--- src/rtl/hazard_ctrl_pkg.sv ---
// Shared types and constants for the pipeline hazard controller.
package hazard_ctrl_pkg;

    typedef enum logic [1:0] {
        RUN      = 2'b00,
        MEM_WAIT = 2'b01,
        DRAIN    = 2'b10
    } state_t;

    localparam logic [1:0] FWD_REG = 2'd0;
    localparam logic [1:0] FWD_MEM = 2'd1;
    localparam logic [1:0] FWD_WB  = 2'd2;

    // True when a pipeline stage will write a non-x0 register matching rs.
    function automatic logic writes_reg(input logic valid, input logic we,
                                        input logic [4:0] rd, input logic [4:0] rs);
        return valid & we & (rd != 5'd0) & (rd == rs);
    endfunction

endpackage

--- src/rtl/hazard_fwd_unit.sv ---
// Operand forwarding select for one EX source register (MEM beats WB).
module hazard_fwd_unit
    import hazard_ctrl_pkg::*;
(
    input  logic [4:0] ex_rs,
    input  logic       mem_valid,
    input  logic       mem_reg_we,
    input  logic [4:0] mem_rd,
    input  logic       wb_valid,
    input  logic       wb_reg_we,
    input  logic [4:0] wb_rd,
    output logic [1:0] fwd_sel
);

    always_comb begin
        fwd_sel = FWD_REG;
        if (writes_reg(mem_valid, mem_reg_we, mem_rd, ex_rs))
            fwd_sel = FWD_MEM;
        else if (writes_reg(wb_valid, wb_reg_we, wb_rd, ex_rs))
            fwd_sel = FWD_WB;
    end

endmodule

--- src/rtl/hazard_ctrl.sv ---
// Pipeline hazard controller: memory-wait stalls with timeout, branch flush,
// load-use stall and forwarding. Perf counters built only with HAZARD_CTRL_PERF_EN.
module hazard_ctrl
    import hazard_ctrl_pkg::*;
#(
    parameter int unsigned TIMEOUT_CYC = 255,
    parameter int unsigned CNT_W       = 32
) (
    input  logic             clock,
    input  logic             reset,
    input  logic             id_valid,
    input  logic [4:0]       id_rs1,
    input  logic [4:0]       id_rs2,
    input  logic             id_use_rs1,
    input  logic             id_use_rs2,
    input  logic             ex_valid,
    input  logic [4:0]       ex_rs1,
    input  logic [4:0]       ex_rs2,
    input  logic [4:0]       ex_rd,
    input  logic             ex_reg_we,
    input  logic             ex_load,
    input  logic             ex_brn_tkn,
    input  logic             mem_valid,
    input  logic [4:0]       mem_rd,
    input  logic             mem_reg_we,
    input  logic             mem_req,
    input  logic             mem_ack,
    input  logic             wb_valid,
    input  logic [4:0]       wb_rd,
    input  logic             wb_reg_we,
    output logic             pc_stall,
    output logic             if_id_stall,
    output logic             id_ex_stall,
    output logic             ex_mem_stall,
    output logic             if_id_flush,
    output logic             id_ex_flush,
    output logic             mem_wb_bubble,
    output logic [1:0]       fwd_a_sel,
    output logic [1:0]       fwd_b_sel,
    output logic             mem_timeout,
    output logic [CNT_W-1:0] stall_cnt,
    output logic [CNT_W-1:0] flush_cnt
);

    localparam int unsigned WAIT_W = $clog2(TIMEOUT_CYC + 1);

    state_t            state, state_next;
    logic [WAIT_W-1:0] wait_cnt;
    logic              mem_stall_req;
    logic              load_use;

    assign mem_stall_req = mem_valid & mem_req & ~mem_ack;
    assign load_use = ex_valid & ex_load & ex_reg_we & (ex_rd != 5'd0) & id_valid &
                      ((id_use_rs1 & (id_rs1 == ex_rd)) | (id_use_rs2 & (id_rs2 == ex_rd)));

    always_ff @(posedge clock or negedge reset) begin
        if (!reset) begin
            state    <= RUN;
            wait_cnt <= '0;
        end else begin
            state <= state_next;
            if (state == MEM_WAIT)
                wait_cnt <= wait_cnt + WAIT_W'(1);
            else
                wait_cnt <= '0;
        end
    end

    // Reset low forces state to RUN asynchronously; the outer if also masks
    // the combinational branch/load-use paths so every control is 0 in reset.
    always_comb begin
        state_next    = state;
        pc_stall      = 1'b0;
        if_id_stall   = 1'b0;
        id_ex_stall   = 1'b0;
        ex_mem_stall  = 1'b0;
        if_id_flush   = 1'b0;
        id_ex_flush   = 1'b0;
        mem_wb_bubble = 1'b0;
        mem_timeout   = 1'b0;
        if (reset) begin
            case (state)
                RUN: begin
                    if (mem_stall_req) begin
                        {pc_stall, if_id_stall, id_ex_stall, ex_mem_stall} = '1;
                        mem_wb_bubble = 1'b1;
                        state_next    = MEM_WAIT;
                    end else if (ex_valid && ex_brn_tkn) begin
                        if_id_flush = 1'b1;
                        id_ex_flush = 1'b1;
                    end else if (load_use) begin
                        pc_stall    = 1'b1;
                        if_id_stall = 1'b1;
                        id_ex_flush = 1'b1;
                    end
                end
                MEM_WAIT: begin
                    if (mem_ack) begin
                        state_next = RUN;
                    end else begin
                        {pc_stall, if_id_stall, id_ex_stall, ex_mem_stall} = '1;
                        mem_wb_bubble = 1'b1;
                        if (wait_cnt == WAIT_W'(TIMEOUT_CYC - 1)) begin
                            mem_timeout = 1'b1;
                            state_next  = DRAIN;
                        end
                    end
                end
                DRAIN: begin
                    if_id_flush   = 1'b1;
                    id_ex_flush   = 1'b1;
                    mem_wb_bubble = 1'b1;
                    state_next    = RUN;
                end
                default: state_next = RUN;
            endcase
        end
    end

    hazard_fwd_unit u_fwd_a (
        .ex_rs      (ex_rs1),
        .mem_valid  (mem_valid),
        .mem_reg_we (mem_reg_we),
        .mem_rd     (mem_rd),
        .wb_valid   (wb_valid),
        .wb_reg_we  (wb_reg_we),
        .wb_rd      (wb_rd),
        .fwd_sel    (fwd_a_sel)
    );

    hazard_fwd_unit u_fwd_b (
        .ex_rs      (ex_rs2),
        .mem_valid  (mem_valid),
        .mem_reg_we (mem_reg_we),
        .mem_rd     (mem_rd),
        .wb_valid   (wb_valid),
        .wb_reg_we  (wb_reg_we),
        .wb_rd      (wb_rd),
        .fwd_sel    (fwd_b_sel)
    );

`ifdef HAZARD_CTRL_PERF_EN
    logic stall_any;
    assign stall_any = pc_stall | if_id_stall | id_ex_stall | ex_mem_stall;

    always_ff @(posedge clock or negedge reset) begin
        if (!reset) begin
            stall_cnt <= '0;
            flush_cnt <= '0;
        end else begin
            if (stall_any && (stall_cnt != '1))
                stall_cnt <= stall_cnt + CNT_W'(1);
            if (if_id_flush && (flush_cnt != '1))
                flush_cnt <= flush_cnt + CNT_W'(1);
        end
    end
`else
    assign stall_cnt = '0;
    assign flush_cnt = '0;
`endif

endmodule

--- config.mk ---
export PLATFORM = sky130hd
export DESIGN_NAME = hazard_ctrl
export DESIGN_NICKNAME = d
export VERILOG_FILES = /design/src/rtl/hazard_ctrl_pkg.sv /design/src/rtl/hazard_fwd_unit.sv /design/src/rtl/hazard_ctrl.sv
export SDC_FILE = /design/constraint.sdc
export NUM_CORES = 1
export LEC_CHECK = 0
export ABC_AREA = 1
export BUFFER_PORTS_ARGS = -buffer_cell sky130_fd_sc_hd__buf_2
export CORE_MARGIN = 5
export CORE_UTILIZATION = 40
export DETAILED_ROUTE_END_ITERATION = 8
export GPL_TIMING_DRIVEN = 0
export PLACE_DENSITY = 0.84
export SETUP_SLACK_MARGIN = 0.2
export SLEW_MARGIN = 20
export SYNTH_ARGS = -nofsm -noshare
export SYNTH_HDL_FRONTEND = slang
export SYNTH_SLANG_ARGS = --single-unit
--- constraint.sdc ---
create_clock -name clock -period 1.8 [get_ports clock]
set_clock_uncertainty 0.1 [all_clocks]
set_input_delay 0.36 -clock clock [delete_from_list [all_inputs] [get_ports clock]]
set_output_delay 0.36 -clock clock [all_outputs]
set_load 0.02 [all_outputs]
# --- Yosys cells after proc, flatten, opt, wreduce, memory -nomap -nowiden ---
# Cells that the tools add are included.
totals:
  ff_bits: 10
  inputBits: 50
  wordCells: 71
classes:
  bitwise: 19
  muxes: 32
  reduce_logical: 6
  add_sub_neg: 1
  n_eq_ne: 11
ops:
  columns: ["op", "count"]
  rows:
  - ["5-bit == test", 6]
  - ["1-bit 2-to-1 mux", 18]
  - ["1-bit AND", 17]
  - ["5-bit nonzero test", 3]
  - ["2-bit 2-to-1 mux", 7]
  - ["8-bit by 1-bit adder with 8-bit output (second input constant)", 1]
  - ["8-bit == test (second input constant)", 1]
  - ["8-bit 2-to-1 mux", 1]
  - ["1-bit case mux with 2 select lines", 4]
  - ["2-bit case mux with 2 select lines", 1]
  - ["3-bit by 2-bit != test with 1-bit output (second input constant)", 1]
  - ["1-bit case mux with 3 select lines", 1]
  - ["3-bit AND reduction", 1]
  - ["2-bit by 1-bit == test with 1-bit output (second input constant)", 1]
  - ["2-bit == test (second input constant)", 1]
  - ["2-bit zero test", 1]
  - ["2-bit != test (second input constant)", 1]
  - ["1-bit logical AND", 1]
  - ["1-bit NOT", 1]
  - ["1-bit OR", 1]

# --- Depth between registers and ports, before layout ---
# Gate-level depths: netlist of run 1.
depth:
  word_depth: 10
  depth_mapped: 9
  mapped_depth_nobuf: 8

# --- Modules after synthesis ---
# A second synthesis of run 1 with hierarchy kept.
hier_totals:
  cells_unflattened: 322
  hier_area_um2: 1775.5
by_module_without_submodules:
  columns: ["mod", "area_each_um2", "cells_per_inst", "n_inst", "seq_area_each_um2"]
  rows:
  - ["hazard_ctrl", 1300.0, 202, 1, 250.2]
  - ["hazard_fwd_unit", 237.7, 60, 2, 0.0]

# --- Least setup slack after synthesis of run 1 ---
# Ideal clock, no wire load.
synth_timing:
  path_kind: "input port to output port"
  startpoint: "in mem_rd[1]"
  endpoint: "out fwd_a_sel[1]"
  required_time_ns: 1.340
  arrival_time_ns: 1.365
  setup_slack_ns: -0.025
  cell_stages: 4
  cell_sequence: "xnor2_1 > nand2_1 > nor3_1 > nor2_1"
synth_between:
  elab_chain_cells: 4
  word_cells_on_any_way: 5
synth_rtl:
  columns: ["element", "line", "rtl"]
  rows:
  - ["start: declaration", "hazard_ctrl.sv:24", "input logic [4:0] mem_rd,"]
  - ["5-bit nonzero test", "hazard_ctrl_pkg.sv:17", "return valid & we & (rd != 5'd0) & (rd == rs);"]
  - ["1-bit AND", "hazard_ctrl_pkg.sv:17", null]
  - ["1-bit AND (*)", "hazard_ctrl_pkg.sv:17", null]
  - ["2-bit 2-to-1 mux (*)", "hazard_fwd_unit.sv:17", "if (writes_reg(mem_valid, mem_reg_we, mem_rd, ex_rs))"]
  - ["end: declaration", "hazard_ctrl.sv:38", "output logic [1:0] fwd_a_sel,"]
# Every way passes the cells marked *; elsewhere a longest branch is shown, timed or not.

# --- Final worst setup path of run 1 ---
layout_timing:
  startpoint: "reg state[0]"
  endpoint: "out id_ex_flush"
layout_between:
  elab_chain_cells: 3
  word_cells_on_any_way: 4
layout_rtl:
  columns: ["element", "line", "rtl"]
  rows:
  - ["start: declaration", "hazard_ctrl.sv:47", "state_t state, state_next;"]
  - ["start signal: assignment", "hazard_ctrl.sv:61", "state <= state_next;"]
  - ["2-bit == test / 2-bit zero test (equally long branches)", "hazard_ctrl.sv:82", "case (state)"]
  - ["1-bit case mux with 2 select lines (*)", "hazard_ctrl.sv:82", null]
  - ["1-bit 2-to-1 mux (*)", "hazard_ctrl.sv:81", "if (reset) begin"]
  - ["end: declaration", "hazard_ctrl.sv:36", "output logic id_ex_flush,"]
# Marked as above.

==> impl_metrics.py, run 1 <==
metrics = {
    "floorplanning": {
        "core-area_mm2": 0.00394,
        "die_y_um": 73.2,
        "row_count": 23,
        "die_w_um": 73.2,
        "floorplan.initialDensity": 0.405,
        "io_pins": 126,
        "die-area_mm2": 0.00536,
    },
    "critical_path": {
        "ff2ff_path_depth": 10,
        "r2r_start": "state[0]",
        "worstPathCellList": "buf_6 > or2_4 > nor2_2 > nand4_1 > o21ai_2 > inv_1 > nand2_2 > buf_6",
        "cp_common_cell": "buf_6",
        "timing.reg2reg.setup_slack_ns": 0.30,
        "r2r_end": "state[0]",
        "endpoint_kind": "primary output",
        "cp_slowest_cell": "dfrtp_1",
        "crit_end": "id_ex_flush",
        "setup.worst_path.start": "state[0]",
        "cp_max_fo": 5,
        "timing_worst_setup_path_type": "reg -> out",
        "cp_data_arrival_time_ns": 1.56,
        "slowest_delay_ns": 0.41,
        "start_kind": "register",
        "cp.required_ns": 1.34,
    },
    "sta": {
        "layout_setup_ws_ns": -0.220,
        "final.min_clock_period_ns": 2.02,
        "rsz0062_at_grt": "yes",
        "hold_viol_final": 0,
        "finalCritPeriodShare": 1.12,
        "final-max-slew-violation-count": 0,
        "fmax_mhz": 495,
        "finalSetupViolCount": 8,
    },
    "synthesis": {
        "avgSynthCellArea_um2": 6.44,
        "synth_top_area_frac": 0.310,
        "synth_cell_types": 22,
        "syn-cell-area_mm2": 0.00160,
        "synth_flop_cell": "dfrtp_1",
        "synth_top_cell_by_area": "buf_4",
        "synth_common_cells": "66 x buf_4, 51 x nand2_1, 26 x nor2_1, 21 x inv_1, 14 x xnor2_1",
        "synth-edff-count": 0,
        "yosysSeqAreaShare": 0.157,
        "async_reset_ff_frac": 1.00,
        "yosysWarnings": 0,
        "synth.most_common_cell": "buf_4",
        "synthTopCellsByArea": "buf_4 31%, dfrtp_1 16%, nand2_1 12%",
        "yosys_register_bits": 10,
        "syn-instance-count": 248,
    },
    "routing": {
        "wl_um": 4660,
        "post_drt_wl_per_cell_um": 10.7,
        "drc_errors": 0,
        "top_layer": "met4",
        "ant_nets": 0,
        "drtIter0Drc": 26,
        "vias": 1703,
        "wl_met1_um": 1560,
        "drt-pass1-iter-count": 4,
        "viasPerCell": 3.92,
        "dr_wl_met3_um": 486,
        "wl_met2_um": 2560,
    },
    "place": {
        "gp_congestion": 0.849,
        "hpwl_um": 3600,
        "place_area_mm2": 0.00223,
        "dpl.cell_count": 422,
        "io_buffers": 61,
        "pre_cts_slack_ns": -0.178,
    },
    "final_layout": {
        "finalNetCount": 437,
        "design_area_mm2": 0.00268,
        "diodes": 0,
        "area_delta_synth_final_pct": 67.7,
        "fin_cells": 434,
        "drive_gt1_frac": 0.471,
    },
    "cts": {
        "h-tree-depth": 1,
        "cts.path.max_buffers": 2,
        "cts-buffers-inserted": 3,
        "clk_latency_ns": 0.24,
        "cts_tree": "yes",
        "cts_sinks": 10,
        "clk_pin_slew_ns": 0.05,
        "clockRootBuffer": "clkbuf_8",
    },
    "status": {
        "status": "finished, violations left",
        "violations": "negative setup slack",
    },
    "grt": {
        "grt_start_max_net_pins": 11,
        "grt_pass1_wl_um": 6610,
        "grt_pass1_vias": 1584,
        "overflow": 0,
        "antenna_found_initial": 0,
        "grt_use_total": 0.152,
    },
    "hold_path": {
        "hp-class": "reg -> reg",
    },
    "pwr": {
        "p_per_area_mw_per_mm2": 404,
        "vdd_ir_drop_max_mv": 0.282,
        "leakage_nw": 1.60,
    },
    "flow_run": {
        "drv_cap": 0,
    },
}
[per-layer routing]
metal  global-route usage  up-vias
li1                     -      908
met1                0.153      718
met2                0.302       72
met3               0.0358        5
met4               0.0410        0
met5                    0        -
[power breakdown]
| group | internal [mW] | switching [mW] |
|---|---|---|
| clock | 0.193 | 0.0987 |
| combinational | 0.264 | 0.295 |
| sequential | 0.228 | 0.00368 |
| total | 0.686 | 0.397 |
[cells in the final DEF (no fill, tap or decap), types with 4 or more instances in the layout]
| master | synthesis | layout |
|---|---|---|
| buf_4 | 66 | 74 |
| conb_1 | 1 | 64 |
| nand2_1 | 51 | 46 |
| buf_2 | 0 | 34 |
| buf_6 | 0 | 23 |
| nor2_1 | 26 | 22 |
| inv_1 | 21 | 20 |
| nand3_1 | 11 | 10 |
| xnor2_2 | 0 | 10 |
| dfrtp_1 | 10 | 10 |
| inv_2 | 8 | 8 |
| xor2_1 | 7 | 7 |
| nand2_2 | 1 | 6 |
| nor3_1 | 10 | 5 |
| nor3_2 | 0 | 4 |
| nand4_1 | 4 | 4 |
| clkbuf_8 | 0 | 4 |
[what timing repair did]
item	in CTS	in global routing
resized for setup	47	34
setup endpoints to repair	12	12
pin swaps	24	17
endpoints found under the hold margin	10	0
hold buffers	1	0
setup buffers	7	0
[sequential cells by signal, summed over array words and instances (netlist names)]
name / count
state: 2
wait_cnt: 8
[layout make-up]
type / instances / area, um^2
multi-input cells: 206 / 1160
repair buffers: 69 / 537
fillers: 327 / 1260
plain buffers: 66 / 503
flip-flops and latches: 10 / 250
clock buffers: 4 / 55.1
inverters: 29 / 111
well taps: 50 / 62.6
[critical path: cells and delay by family, from the launching register on]
kind | cells | cell delay (ns)
and+or+nand+nor | 4 | 0.51
DFF | 1 | 0.41
buffers and inverters | 3 | 0.31
AOI/OAI and AO/OA | 1 | 0.09
[stage by stage]
stage	setup TNS, ns	hold WS (ns)	power [mW]	utilization
final	-1.19	0.398	1.08	0.680
after global routing	-1.58	0.441	1.14	0.680
after CTS	-1.14	0.391	1.03	0.642
after detailed placement	-0.445	0.162	0.692	0.565
after global placement	-0.279	0.160	0.686	0.565
after floorplan	-0.0491	-0.0356	0.586	-
[cell families after synthesis]
| group | synth area share |
|---|---|
| and+or+nand+nor | 0.284 |
| AOI/OAI and AO/OA | 0.0478 |
| adders and majority gates | 0.0157 |
| other | 0.00235 |
| buffers and inverters | 0.378 |
| xor gates and xnor gates | 0.115 |
| DFF | 0.157 |
[how the worst min path moves through the flow]
stage                           start     endpoint  slack, ns  depth (start not counted)
after global placement          reset  wait_cnt[7]       0.16                          1
final                     wait_cnt[5]  wait_cnt[5]       0.40                          2
after global routing      wait_cnt[0]  wait_cnt[0]       0.44                          1
after floorplan                 reset     state[0]      -0.04                          0
after CTS                 wait_cnt[0]  wait_cnt[0]       0.39                          1
after detailed placement        reset  wait_cnt[5]       0.16                          1
(Power assumes the default switching activity.)
==> run 2: changes to the inputs <==
--- a/config.mk
+++ b/config.mk
@@ -11,6 +11,7 @@
 export CORE_UTILIZATION = 40
 export DETAILED_ROUTE_END_ITERATION = 8
 export GPL_TIMING_DRIVEN = 0
+export MAX_ROUTING_LAYER = met4
 export PLACE_DENSITY = 0.84
 export SETUP_SLACK_MARGIN = 0.2
 export SLEW_MARGIN = 20
==> run 2 against run 1 <==
Net effect: the flow still finishes with violations (negative setup slack); clock power is essentially flat; combinational power barely moved; fmax is essentially flat; critical path type unchanged; critical path depth is the same; first-iteration DRC count grew 3.8%; cell area stayed put; largest cell class unchanged; core utilization unchanged; largest power group unchanged; non-clock buffer count is the same.
==> impl_metrics.py, run 2 (synthesis gave the netlist of run 1 again) <==
metrics = {
    "status": {
        "status": "finished, violations left",
        "violations": "negative setup slack",
    },
    "final_layout": {
        "layout_commonest_cell": "buf_4",
        "largest_reg_flops": 8,
        "regMostFlops": "wait_cnt",
        "area_delta_synth_final_pct": 67.7,
        "final_cell_mix": "74 x buf_4, 64 x conb_1, 46 x nand2_1",
        "drive_gt1_frac": 0.471,
        "finalNetCount": 437,
        "diodes": 0,
        "design_area_mm2": 0.00268,
        "seq_area_um2": 250,
        "fill_cells": 327,
        "reg_top3": "wait_cnt (8), state (2)",
        "multi_input_area_mm2": 0.00116,
    },
    "grt": {
        "antenna_found_initial": 0,
        "grt_start_max_net_pins": 11,
        "overflow": 0,
        "grt_use_total": 0.156,
        "grt_busiest_layer": "met2",
        "grtUsageMet1": 0.156,
        "met3_usage": 0.0331,
        "grt_pass1_vias": 1582,
        "grt_pass1_wl_um": 6620,
        "grt_use_met2": 0.302,
    },
    "routing": {
        "viasPerCell": 3.93,
        "drc_errors": 0,
        "drtIter0Drc": 27,
        "ant_nets": 0,
        "vias": 1704,
        "post_drt_wl_per_cell_um": 10.7,
        "drt-pass1-iter-count": 4,
        "wl_um": 4660,
    },
    "floorplanning": {
        "io_pins": 126,
        "die_w_um": 73.2,
        "core-area_mm2": 0.00394,
        "row_count": 23,
        "die_y_um": 73.2,
        "floorplan.initialDensity": 0.405,
        "die-area_mm2": 0.00536,
    },
    "flow_run": {
        "drv_cap": 0,
    },
    "sta": {
        "layout_setup_ws_ns": -0.220,
        "rsz0062_at_grt": "yes",
        "finalCritPeriodShare": 1.12,
        "final.min_clock_period_ns": 2.02,
        "fmax_mhz": 495,
        "hold_viol_final": 0,
        "finalSetupViolCount": 8,
        "final-max-slew-violation-count": 0,
        "setup_tns_ns": -1.19,
    },
    "critical_path": {
        "timing.reg2reg.setup_slack_ns": 0.30,
        "cp.required_ns": 1.34,
        "timing_worst_setup_path_type": "reg -> out",
        "start_kind": "register",
        "ff2ff_path_depth": 10,
        "cp_data_arrival_time_ns": 1.56,
        "r2r_start": "state[0]",
        "endpoint_kind": "primary output",
        "r2r_end": "state[0]",
        "cp_max_fo": 5,
    },
    "place": {
        "hpwl_um": 3600,
        "io_buffers": 61,
        "pre_cts_slack_ns": -0.178,
        "place_area_mm2": 0.00223,
        "gp_congestion": 0.863,
    },
    "pwr": {
        "p_per_area_mw_per_mm2": 404,
        "leakage_nw": 1.60,
        "vdd_ir_drop_max_mv": 0.281,
        "power_mw": 1.08,
    },
    "cts": {
        "cts_tree": "yes",
        "h-tree-depth": 1,
        "cts.path.max_buffers": 2,
        "clk_pin_slew_ns": 0.05,
        "clk_latency_ns": 0.24,
        "cts_sinks": 10,
        "cts-buffers-inserted": 3,
        "clockRootBuffer": "clkbuf_8",
    },
    "hold_path": {
        "min_from": "wait_cnt[5]",
        "hp-class": "reg -> reg",
        "holdPathEnd": "wait_cnt[5]",
        "whs_path_depth": 2,
    },
}
run 2: cell counts in the layout (fill, tap and decap cells not counted):
Identical to the previous run, type by type.
run 2: power breakdown:
part / leakage (nW) / internal, mW / switching (mW)
clock: 0.0288 / 0.193 / 0.0988
combinational: 1.43 / 0.264 / 0.295
sequential: 0.139 / 0.228 / 0.00367
total: 1.60 / 0.686 / 0.397
run 2: how the worst max path moves through the flow:
stage / start / slack, ns / to
final: state[0] / -0.22 / id_ex_flush
after floorplan: mem_rd[1] / -0.02 / fwd_a_sel[1]
after CTS: state[0] / -0.20 / pc_stall
after global placement: reset / -0.13 / pc_stall
after global routing: state[0] / -0.27 / id_ex_flush
after detailed placement: reset / -0.18 / pc_stall
run 2: critical path: stages (launching register included):
cell	delay [ns]
dfrtp_1	0.41
buf_6	0.13
or2_4	0.25
nor2_2	0.10
nand4_1	0.10
o21ai_2	0.09
inv_1	0.07
nand2_2	0.06
buf_6	0.11
run 2: cell type report:
cell class | count | share of cell area
Multi-Input combinational cell | 206 | 0.433
Timing Repair Buffer | 69 | 0.200
Buffer | 66 | 0.188
Sequential cell | 10 | 0.0934
Inverter | 29 | 0.0416
Tap cell | 50 | 0.0233
Clock buffer | 4 | 0.0205
run 2: timing repair:
action | 4_1_cts | 5_1_grt
endpoints found under the setup margin | 12 | 12
hold endpoints to repair | 10 | 0
resized for setup | 47 | 34
buffers inserted | 7 | 0
hold buffers | 1 | 0
pin swaps | 24 | 17
run 2: routing by layer:
| metal | vias to the layer above | routed length (um) |
|---|---|---|
| li1 | 909 | - |
| met1 | 723 | 1590 |
| met2 | 69 | 2580 |
| met3 | 3 | 461 |
| met4 | 0 | 32 |
| met5 | - | 0 |
run 2: per-stage QoR:
| stage | instances | utilization | hold slack, ns |
|---|---|---|---|
| 5_1_grt | 434 | 0.680 | 0.447 |
| 4_1_cts | 434 | 0.642 | 0.391 |
| 6_report | 434 | 0.680 | 0.398 |
| 3_5_place_dp | 422 | 0.565 | 0.162 |
| 3_3_place_gp | 422 | 0.565 | 0.160 |
| 2_1_floorplan | 311 | - | -0.0356 |
==> run 3: changes to the inputs <==
--- a/config.mk
+++ b/config.mk
@@ -7,7 +7,7 @@
 export LEC_CHECK = 0
 export ABC_AREA = 1
 export BUFFER_PORTS_ARGS = -buffer_cell sky130_fd_sc_hd__buf_2
-export CORE_MARGIN = 5
+export CORE_ASPECT_RATIO = 0.75
 export CORE_UTILIZATION = 40
 export DETAILED_ROUTE_END_ITERATION = 8
 export GPL_TIMING_DRIVEN = 0
==> run 3 against run 2 <==
Net effect: global-route usage is 1.3 points higher; the flow still finishes with violations (negative setup slack); clock power is 6% lower; worst setup slack better by 0.027 ns; final cell count is 0.46% higher; cell area is 1.0% lower; sequential power hardly changed; critical path depth is 1 higher; fmax is 1.4% higher; non-clock buffer count stayed put; sequential cell count stayed put; routed wire length is 17% lower; combinational power is 1% lower.
==> impl_metrics.py, run 3 (synthesis gave the netlist of run 1 again) <==
metrics = {
    "final_layout": {
        "layout_commonest_cell": "buf_4",
        "final_cell_mix": "76 x buf_4, 64 x conb_1, 48 x nand2_1",
        "finalNetCount": 437,
        "regMostFlops": "wait_cnt",
        "reg_top3": "wait_cnt (8), state (2)",
        "area_delta_synth_final_pct": 66.0,
        "fill_cells": 288,
        "diodes": 0,
        "multi_input_area_mm2": 0.00115,
        "seq_area_um2": 251,
        "drive_gt1_frac": 0.479,
        "largest_reg_flops": 8,
    },
    "pwr": {
        "p_seq_frac": 0.219,
        "power_switching_uw": 376,
        "comb_power_share": 0.521,
        "p_int_uw": 683,
        "power_mw": 1.06,
        "leakage_nw": 1.58,
        "p_per_area_mw_per_mm2": 399,
        "switching_share": 0.355,
        "vdd_ir_drop_max_mv": 0.256,
        "pwr-share-clk": 0.260,
    },
    "critical_path": {
        "start_kind": "register",
        "endpoint_kind": "primary output",
        "path_delay_family": "simple AND/OR/NAND/NOR gates",
        "cp_slowest_cell": "dfrtp_1",
        "worstPathCellList": "inv_2 > nor2_4 > inv_2 > or2_4 > o21ai_2 > nand2_2 > nand2_2 > buf_6 > buf_6",
        "cp_data_arrival_time_ns": 1.53,
        "cp.required_ns": 1.34,
        "cp_max_fo": 3,
        "slowest_delay_ns": 0.37,
        "critPathBufInv": 4,
        "timing_worst_setup_path_type": "reg -> out",
    },
    "floorplanning": {
        "io_pins": 126,
        "die-area_mm2": 0.00425,
        "die_w_um": 75.0,
        "core-area_mm2": 0.00373,
        "die_y_um": 56.7,
        "floorplan.initialDensity": 0.428,
        "row_count": 19,
    },
    "routing": {
        "drt-pass1-iter-count": 6,
        "wl_um": 3850,
        "drtIter0Drc": 34,
        "viasPerCell": 3.86,
        "ant_nets": 0,
        "post_drt_wl_per_cell_um": 8.83,
        "vias": 1682,
        "drc_errors": 0,
    },
    "sta": {
        "final.min_clock_period_ns": 1.99,
        "hold_ws_ns": 0.392,
        "rsz0062_at_grt": "yes",
        "finalSetupViolCount": 8,
        "final-max-slew-violation-count": 0,
        "layout_setup_ws_ns": -0.193,
        "hold_viol_final": 0,
        "finalCritPeriodShare": 1.11,
        "fmax_mhz": 502,
    },
    "status": {
        "status": "finished, violations left",
        "violations": "negative setup slack",
    },
    "cts": {
        "cts_sinks": 10,
        "cts_tree": "yes",
        "h-tree-depth": 1,
        "cts.path.max_buffers": 2,
        "clk_latency_ns": 0.23,
        "clockRootBuffer": "clkbuf_8",
        "clk_pin_slew_ns": 0.05,
        "cts-buffers-inserted": 3,
    },
    "place": {
        "io_buffers": 61,
        "gp_congestion": 0.894,
        "pre_cts_slack_ns": -0.134,
        "hpwl_um": 3090,
    },
    "grt": {
        "grtUsageMet1": 0.191,
        "grt_pass1_vias": 1415,
        "grt_busiest_layer": "met2",
        "met3_usage": 0.0269,
        "grt_pass1_wl_um": 5540,
        "antenna_found_initial": 0,
        "overflow": 0,
        "grt_start_max_net_pins": 11,
        "grt_use_total": 0.169,
        "grt_use_met2": 0.311,
    },
    "hold_path": {
        "hp-class": "reg -> reg",
    },
    "flow_run": {
        "drv_cap": 0,
    },
}
run 3: cell counts in the layout (fill, tap and decap cells not counted):
No cell type changed its count.
run 3: worst register-to-register path, stage by stage (launching register included):
cell and delay, ns:
dfrtp_1 0.37, inv_2 0.06, nor2_4 0.13, inv_2 0.04
or2_4 0.26, buf_4 0.14, nand2_2 0.06, nand3_1 0.07
o21ai_0 0.11
run 3: timing repair:
action,in CTS,in global routing
buffers inserted,3,4
resized for setup,38,39
hold endpoints to repair,10,0
setup endpoints to repair,12,12
hold buffers,1,0
pin swaps,16,28
run 3: worst paths after layout:
| path | slack, ns | depth (start not counted) | from | endpoint |
|---|---|---|---|---|
| min in group asynchronous | 0.60 | 2 | reset | wait_cnt[7] |
| worst min-delay path | 0.39 | 1 | wait_cnt[0] | wait_cnt[0] |
| worst min register to register | 0.39 | 1 | wait_cnt[0] | wait_cnt[0] |
| worst max register to register | 0.36 | 8 | state[0] | state[1] |
| max in group asynchronous | 0.66 | 2 | reset | state[1] |
| worst max-delay path | -0.19 | 9 | state[0] | pc_stall |
run 3: per-stage QoR:
step / util / cell area, um^2 / setup TNS (ns) / cells
after floorplan: - / 1860 / -0.0491 / 311
after global placement: 0.597 / 2230 / -0.224 / 424
after detailed placement: 0.597 / 2230 / -0.312 / 424
after CTS: 0.661 / 2470 / -1.19 / 432
after global routing: 0.711 / 2650 / -1.73 / 436
final: 0.711 / 2650 / -1.17 / 436
run 3: area by class of cell:
| cell class | instances | share of cell area |
|---|---|---|
| sequential | 10 | 0.0948 |
| multi-input combinational | 206 | 0.433 |
| inverter | 29 | 0.0420 |
| clock buffer | 4 | 0.0208 |
| tap | 52 | 0.0245 |
| buffer | 66 | 0.190 |
| timing repair buffer | 69 | 0.195 |
run 3: routing by layer:
metal	routed length, um	share of wire	vias to the layer above
met4	42	0.011	0
met2	2060	0.53	68
li1	-	-	910
met3	248	0.064	4
met5	0	0	-
met1	1500	0.39	700
run 3: power groups by stage:
| stage | logic [mW] | clock network (mW) | registers, mW |
|---|---|---|---|
| 2_1_floorplan | 0.351 | 0 | 0.235 |
| 3_3_place_gp | 0.450 | 0 | 0.235 |
| 3_5_place_dp | 0.455 | 0 | 0.235 |
| 4_1_cts | 0.498 | 0.280 | 0.232 |
| 5_1_grt | 0.598 | 0.296 | 0.232 |
| 6_report | 0.552 | 0.275 | 0.232 |
